**config.mk**
```make
export PLATFORM = sky130hd
export DESIGN_NAME = data_memory_be
export DESIGN_NICKNAME = d
export VERILOG_FILES = /design/src/rtl/data_memory_be_pkg.sv /design/src/rtl/data_memory_be_array.sv /design/src/rtl/data_memory_be.sv
export SDC_FILE = /design/constraint.sdc
export NUM_CORES = 2
export LEC_CHECK = 0
export ABC_CLOCK_PERIOD_IN_PS = 14300
export BUFFER_PORTS_ARGS = -buffer_cell sky130_fd_sc_hd__buf_2
export CAP_MARGIN = 40
export CORE_ASPECT_RATIO = 0.6
export CORE_UTILIZATION = 60
export DETAILED_ROUTE_END_ITERATION = 8
export PLACE_DENSITY = 0.76
export SLEW_MARGIN = 40
export SYNTH_ARGS = -nofsm -noshare
export SYNTH_HDL_FRONTEND = slang
export SYNTH_SLANG_ARGS = --single-unit
```
**constraint.sdc**
```tcl
create_clock -name clock -period 14.3 [get_ports clock]
set_input_delay 0.715 -clock clock [delete_from_list [all_inputs] [get_ports clock]]
set_output_delay 0.715 -clock clock [all_outputs]
set_load 0.01 [all_outputs]
```
**src/rtl/data_memory_be_pkg.sv**
```systemverilog
// Shared defaults and state type for the byte-enabled CPU data memory.
package CPU_package;
  localparam int DEFAULT_DATA_WIDTH    = 16;
  localparam int DEFAULT_ADDRESS_WIDTH = 8;
  localparam int DEFAULT_BYTE_WIDTH    = 8;

  typedef enum logic {INIT, READY} mem_state_t;
endpackage

```
**src/rtl/data_memory_be_array.sv**
```systemverilog
// Plain synchronous word array with per-lane write strobes and a combinational read mux.
module data_memory_array #(
  parameter int DATA_WIDTH    = 16,
  parameter int BYTE_WIDTH    = 8,
  parameter int ADDRESS_WIDTH = 8,
  parameter int DEPTH         = 256,
  localparam int NUM_LANES    = DATA_WIDTH / BYTE_WIDTH
) (
  input  logic                     clock,
  input  logic                     write_enable,
  input  logic [ADDRESS_WIDTH-1:0] write_address,
  input  logic [NUM_LANES-1:0]     byte_enable,
  input  logic [DATA_WIDTH-1:0]    write_data,
  input  logic [ADDRESS_WIDTH-1:0] read_address,
  output logic [DATA_WIDTH-1:0]    read_data
);
  localparam int IDX_W = (DEPTH > 1) ? $clog2(DEPTH) : 1;

  logic [DATA_WIDTH-1:0] Memories [DEPTH];

  // Addresses are range-checked by the parent; only the index bits reach the array.
  always_ff @(posedge clock) begin
    for (int i = 0; i < NUM_LANES; i++) begin
      if (write_enable && byte_enable[i]) begin
        Memories[write_address[IDX_W-1:0]][i*BYTE_WIDTH +: BYTE_WIDTH] <=
          write_data[i*BYTE_WIDTH +: BYTE_WIDTH];
      end
    end
  end

  assign read_data = Memories[read_address[IDX_W-1:0]];
endmodule

```
**src/rtl/data_memory_be.sv**
```systemverilog
// Byte-enabled data memory: clear sequencer FSM, write-first forwarding, registered read.
module data_memory_be
  import CPU_package::*;
#(
  parameter int DATA_WIDTH    = DEFAULT_DATA_WIDTH,
  parameter int BYTE_WIDTH    = DEFAULT_BYTE_WIDTH,
  parameter int ADDRESS_WIDTH = DEFAULT_ADDRESS_WIDTH,
  parameter int DEPTH         = 256,
  localparam int NUM_LANES    = DATA_WIDTH / BYTE_WIDTH
) (
  input  logic                     clock,
  input  logic                     reset_n,
  input  logic                     Clear_Request,
  input  logic [ADDRESS_WIDTH-1:0] write_address,
  input  logic                     Write_Enable,
  input  logic [NUM_LANES-1:0]     Byte_Enable,
  input  logic [DATA_WIDTH-1:0]    DATA_WRITE,
  input  logic [ADDRESS_WIDTH-1:0] read_address,
  input  logic                     Read_Enable,
  output logic [DATA_WIDTH-1:0]    DATA_READ,
  output logic                     Read_Valid,
  output logic                     Address_Error,
  output logic                     Ready,
  output mem_state_t               debug_state
);
  localparam int CNT_W = ADDRESS_WIDTH + 1;
  localparam logic [CNT_W-1:0] DEPTH_C = CNT_W'(DEPTH);
  localparam logic [CNT_W-1:0] LAST_C  = CNT_W'(DEPTH - 1);

  if (DATA_WIDTH % BYTE_WIDTH != 0) begin : g_width_check
    $error("DATA_WIDTH must be a multiple of BYTE_WIDTH");
  end
  if (DEPTH < 2 || DEPTH > 2**ADDRESS_WIDTH) begin : g_depth_check
    $error("DEPTH must lie in 2 .. 2**ADDRESS_WIDTH");
  end

  mem_state_t state_q, state_d;
  logic [CNT_W-1:0] init_count_q, init_count_d;

  logic                     arr_we;
  logic [ADDRESS_WIDTH-1:0] arr_waddr;
  logic [NUM_LANES-1:0]     arr_be;
  logic [DATA_WIDTH-1:0]    arr_wdata;
  logic [DATA_WIDTH-1:0]    arr_rdata;
  logic [DATA_WIDTH-1:0]    merged;

  logic accept, wr_in_range, rd_in_range, wr_ok, rd_req, wr_err, rd_err;

  // Handshake: a request is taken on the rising edge where Ready=1 and Clear_Request=0;
  // there is no backpressure, Read_Valid qualifies DATA_READ for exactly one cycle.
  assign accept      = (state_q == READY) && !Clear_Request;
  assign wr_in_range = {1'b0, write_address} < DEPTH_C;
  assign rd_in_range = {1'b0, read_address} < DEPTH_C;
  assign wr_ok       = accept && Write_Enable && wr_in_range;
  assign wr_err      = accept && Write_Enable && !wr_in_range;
  assign rd_req      = accept && Read_Enable;
  assign rd_err      = rd_req && !rd_in_range;

  always_ff @(posedge clock or negedge reset_n) begin
    if (!reset_n) begin
      state_q      <= INIT;
      init_count_q <= '0;
    end else begin
      state_q      <= state_d;
      init_count_q <= init_count_d;
    end
  end

  always_comb begin
    state_d      = state_q;
    init_count_d = init_count_q;
    arr_we       = 1'b0;
    arr_waddr    = write_address;
    arr_be       = Byte_Enable;
    arr_wdata    = DATA_WRITE;
    case (state_q)
      INIT: begin
        arr_we    = 1'b1;
        arr_waddr = init_count_q[ADDRESS_WIDTH-1:0];
        arr_be    = '1;
        arr_wdata = '0;
        if (Clear_Request) begin
          init_count_d = '0;
        end else if (init_count_q == LAST_C) begin
          state_d      = READY;
          init_count_d = '0;
        end else begin
          init_count_d = init_count_q + 1'b1;
        end
      end
      READY: begin
        arr_we = wr_ok;
        if (Clear_Request) begin
          state_d      = INIT;
          init_count_d = '0;
        end
      end
      default: state_d = INIT;
    endcase
  end

  data_memory_array #(
    .DATA_WIDTH   (DATA_WIDTH),
    .BYTE_WIDTH   (BYTE_WIDTH),
    .ADDRESS_WIDTH(ADDRESS_WIDTH),
    .DEPTH        (DEPTH)
  ) u_array (
    .clock        (clock),
    .write_enable (arr_we),
    .write_address(arr_waddr),
    .byte_enable  (arr_be),
    .write_data   (arr_wdata),
    .read_address (read_address),
    .read_data    (arr_rdata)
  );

  // Write-first: lanes being written to the read address this cycle take the new bytes.
  always_comb begin
    merged = arr_rdata;
    for (int i = 0; i < NUM_LANES; i++) begin
      if (wr_ok && (write_address == read_address) && Byte_Enable[i]) begin
        merged[i*BYTE_WIDTH +: BYTE_WIDTH] = DATA_WRITE[i*BYTE_WIDTH +: BYTE_WIDTH];
      end
    end
  end

  always_ff @(posedge clock or negedge reset_n) begin
    if (!reset_n) begin
      DATA_READ     <= '0;
      Read_Valid    <= 1'b0;
      Address_Error <= 1'b0;
    end else begin
      Read_Valid    <= rd_req;
      Address_Error <= rd_err || wr_err;
      if (rd_req) begin
        DATA_READ <= rd_in_range ? merged : '0;
      end
    end
  end

  assign Ready       = (state_q == READY);
  assign debug_state = state_q;
endmodule

```
==> out/qor.yml <==
route:
  postRouteAntennaNets: 0
  vias: 83100
  drt-pass1-iter-count: 6
  first_iter_violations: 14800
  drc: 0
  wl_um: 412000
  post_drt_via_cell_ratio: 7.06
  avgRoutedWirePerCell_um: 35.0
floorplan:
  die_x_um: 669
  die_h_um: 402
  dieArea_um2: 269000
  io_pins: 59
  core_area_um2: 265000
  start_util_pct: 60.5
  row_count: 146
cts:
  clk-insertion-delay-late_ns: 0.90
  postCtsHoldBufs: 1
  postCtsSetupBuffers: 0
  cts.clk_slew.worst_paths_ns: 0.07
  cts.sinks: 4123
  root_buffer: "clkbuf_16"
  cts_max_level: 5
  tritoncts: "yes"
  numCtsBuffers: 346
  clock_path_buffers: 4
  cts_resized: 0
layout:
  finish.instance_area_um2: 176000
  nNetsFinal: 7980
  multi_input_area_um2: 34900
  drive_gt1_share_pct: 22.0
  final_common_cell: "edfxtp_1"
  fill_cells: 16200
  final_cell_mix: "edfxtp_1, mux4_2, mux2i_1"
  syn_to_final_growth_pct: 10.1
  ff_latch_area_um2: 124000
power_and_ir_drop:
  sequentialPowerShare_pct: 55.9
  comb_power_share_pct: 4.1
  power.share.clock_pct: 40.0
  power.switching_uw: 4920
  ir_worst_vdd_uv: 156
  p_per_area_nw_per_um2: 133
  power_uw: 23400
  p_leak_uw: 0.0589
  intPower_uw: 18500
  switching_share_pct: 21.0
worst_hold_path:
  min_path_cells: 2
  holdCritStartpoint: "Clear_Request"
  worstHoldPathType: "in2reg"
  holdPathEnd: "init_count_q[6]"
setup_path:
  path_class: "in2reg"
  cp-end-kind: "register"
  ff2ff_path_depth: 5
  crit-reg2reg-capture: "u_array.Memories[39][15]"
  rr_startpoint: "Ready"
  worstPathMaxFanout: 60
  regToRegSetupSlack_ns: 9.67
  required_ns: 15.08
  worstPathArrival_ns: 5.85
  critPathLaunchType: "primary input"
logic_synthesis:
  ys_async_sr_fraction_pct: 0.655
  synth-edff-count: 4096
  ys_seq_area_share_pct: 77.3
  synth-seq-cells: 4123
  syn-num-nets: 7936
  yosys_warnings: 0
  synthFlopType: "edfxtp_1"
  syn_avg_cell_area_um2: 20.3
  synthCells: 7896
  synth_area_um2: 160000
  synth_cell_types: 56
sta:
  min_period_over_period_pct: 35.5
  tightest_slew_ns: 0.960
  final_hold_viol_count: 0
  slew_headroom_pct: 35.4
  finalClockSkew_ns: 0.0548
  clock.fmax_mhz: 197
  setup_viol: 0
  final.setup.tns_ns: 0
  final-max-slew-violation-count: 0
  period_needed_ns: 5.07
  rsz0062_at_grt: "false"
global_routing:
  grt_pass1_vias: 79300
  grt_overflow: 0
  grt_util_all_layers_pct: 30.4
  grt_max_degree: 190
  grt_pass1_wl_um: 582000
  antenna_found_initial: 18
flow_run:
  drv_cap: 0
placement:
  dp.final_hpwl_um: 243000
  io_buffers: 57
  gp_congestion: 0.884
  place_area_um2: 164000
status:
  status: "complete, no violations"
-- how the worst max path moves through the flow --
stage / from / endpoint / depth (start not counted)
5_1_grt: read_address[1] / DATA_READ[12] / 11
2_1_floorplan: Ready / u_array.Memories[0][10] / 6
3_3_place_gp: read_address[2] / DATA_READ[4] / 11
6_report: read_address[1] / DATA_READ[12] / 11
4_1_cts: read_address[1] / DATA_READ[12] / 11
3_5_place_dp: read_address[1] / DATA_READ[12] / 11
-- cells by family (layout without fill, tap and decap cells) --
logic type / count (synthesis) / in the layout / share of synthesized area, %
buffers and inverters: 523 / 838 / 1.67
XOR/XNOR: 13 / 13 / 0.0712
multiplexers: 1405 / 1405 / 14.4
AO/OA/AOI/OAI: 747 / 747 / 3.39
flip-flops: 4123 / 4123 / 77.3
adder cells (fa/ha/maj): 1 / 1 / 0.00782
AND/OR/NAND/NOR: 1083 / 1083 / 3.09
other: 1 / 9 / 0.00234
-- synth_stat cells (6+ instances only) --
cell type  count  share of area [%]
o221ai_1      10              0.055
buf_1         16              0.038
o21ai_0       17              0.053
a221oi_1      26               0.14
o22ai_1      160               0.63
nor2_1       575                1.3
and2_1        13              0.051
mux4_2       720                 10
buf_4         56               0.26
nand2_1      141               0.33
nor2b_1       89               0.35
nor4_1        23              0.090
a221o_1       12              0.075
o22a_1        14              0.077
inv_1         22              0.052
buf_6         35               0.25
buf_2        166               0.52
dfrtp_1       27               0.42
xnor2_1       10              0.055
a22oi_1      320                1.5
o211ai_1      10              0.047
a21oi_1       22              0.069
nand2b_1      13              0.051
edfxtp_1    4096                 77
mux2_2        32               0.23
nand4_1       71               0.28
nor3_1        92               0.29
nor4bb_1       6              0.038
clkbuf_1     226               0.53
nand3_1       29              0.091
a211oi_1     134               0.63
mux2i_1      653                4.1
-- through the flow --
step | worst slack, ns | cells | hold WS [ns] | utilization [%]
2_1_floorplan | 9.16 | 7896 | 0.419 | -
3_3_place_gp | 8.16 | 11100 | 0.479 | 61.9
3_5_place_dp | 8.55 | 11100 | 0.495 | 62.1
4_1_cts | 9.44 | 11800 | 0.0936 | 66.2
5_1_grt | 9.11 | 11800 | 0.130 | 66.5
6_report | 9.23 | 11800 | 0.152 | 66.5
-- critical path: stages --
cell,delay [ns]
buf_8,0.41
buf_4,0.58
buf_4,0.75
buf_4,0.69
mux4_2,0.42
nor2b_1,0.16
a211oi_1,0.70
nor3_1,0.19
nor4_1,0.46
nor3_2,0.25
a221o_1,0.36
-- final cells by class --
class	count	area share, %
sequential	4123	70.3
multi-input combinational	3250	19.8
clock buffer	452	5.32
tap	3552	2.52
timing repair buffer	197	1.04
clock inverter	167	0.874
inverter	22	0.155
antenna	8	0.0114
-- metal layers --
layer | GRT usage, % | up-vias | wire length (um) | share of wire [%]
met3 | 10.3 | 787 | 63800 | 15
met4 | 9.74 | 12 | 13700 | 3.3
li1 | - | 32700 | - | -
met5 | 0 | - | 66 | 0.016
met1 | 46.4 | 43100 | 156000 | 38
met2 | 41.9 | 6499 | 178000 | 43
-- state kept, by name, summed over array words and instances, names as in the netlist --
| register | count |
|---|---|
| Ready | 1 |
| init_count_q | 9 |
| Read_Valid | 1 |
| u_array.Memories | 4096 |
| DATA_READ | 16 |
-- power groups by stage --
stage	Combinational (uW)	Sequential, uW	Clock (uW)
after global routing	981	13100	9790
after CTS	922	13100	9370
after global placement	900	13400	0
final	956	13100	9390
after detailed placement	914	13400	0
after floorplan	590	13400	0
No activity file was read; power rests on OpenSTA's default activity.
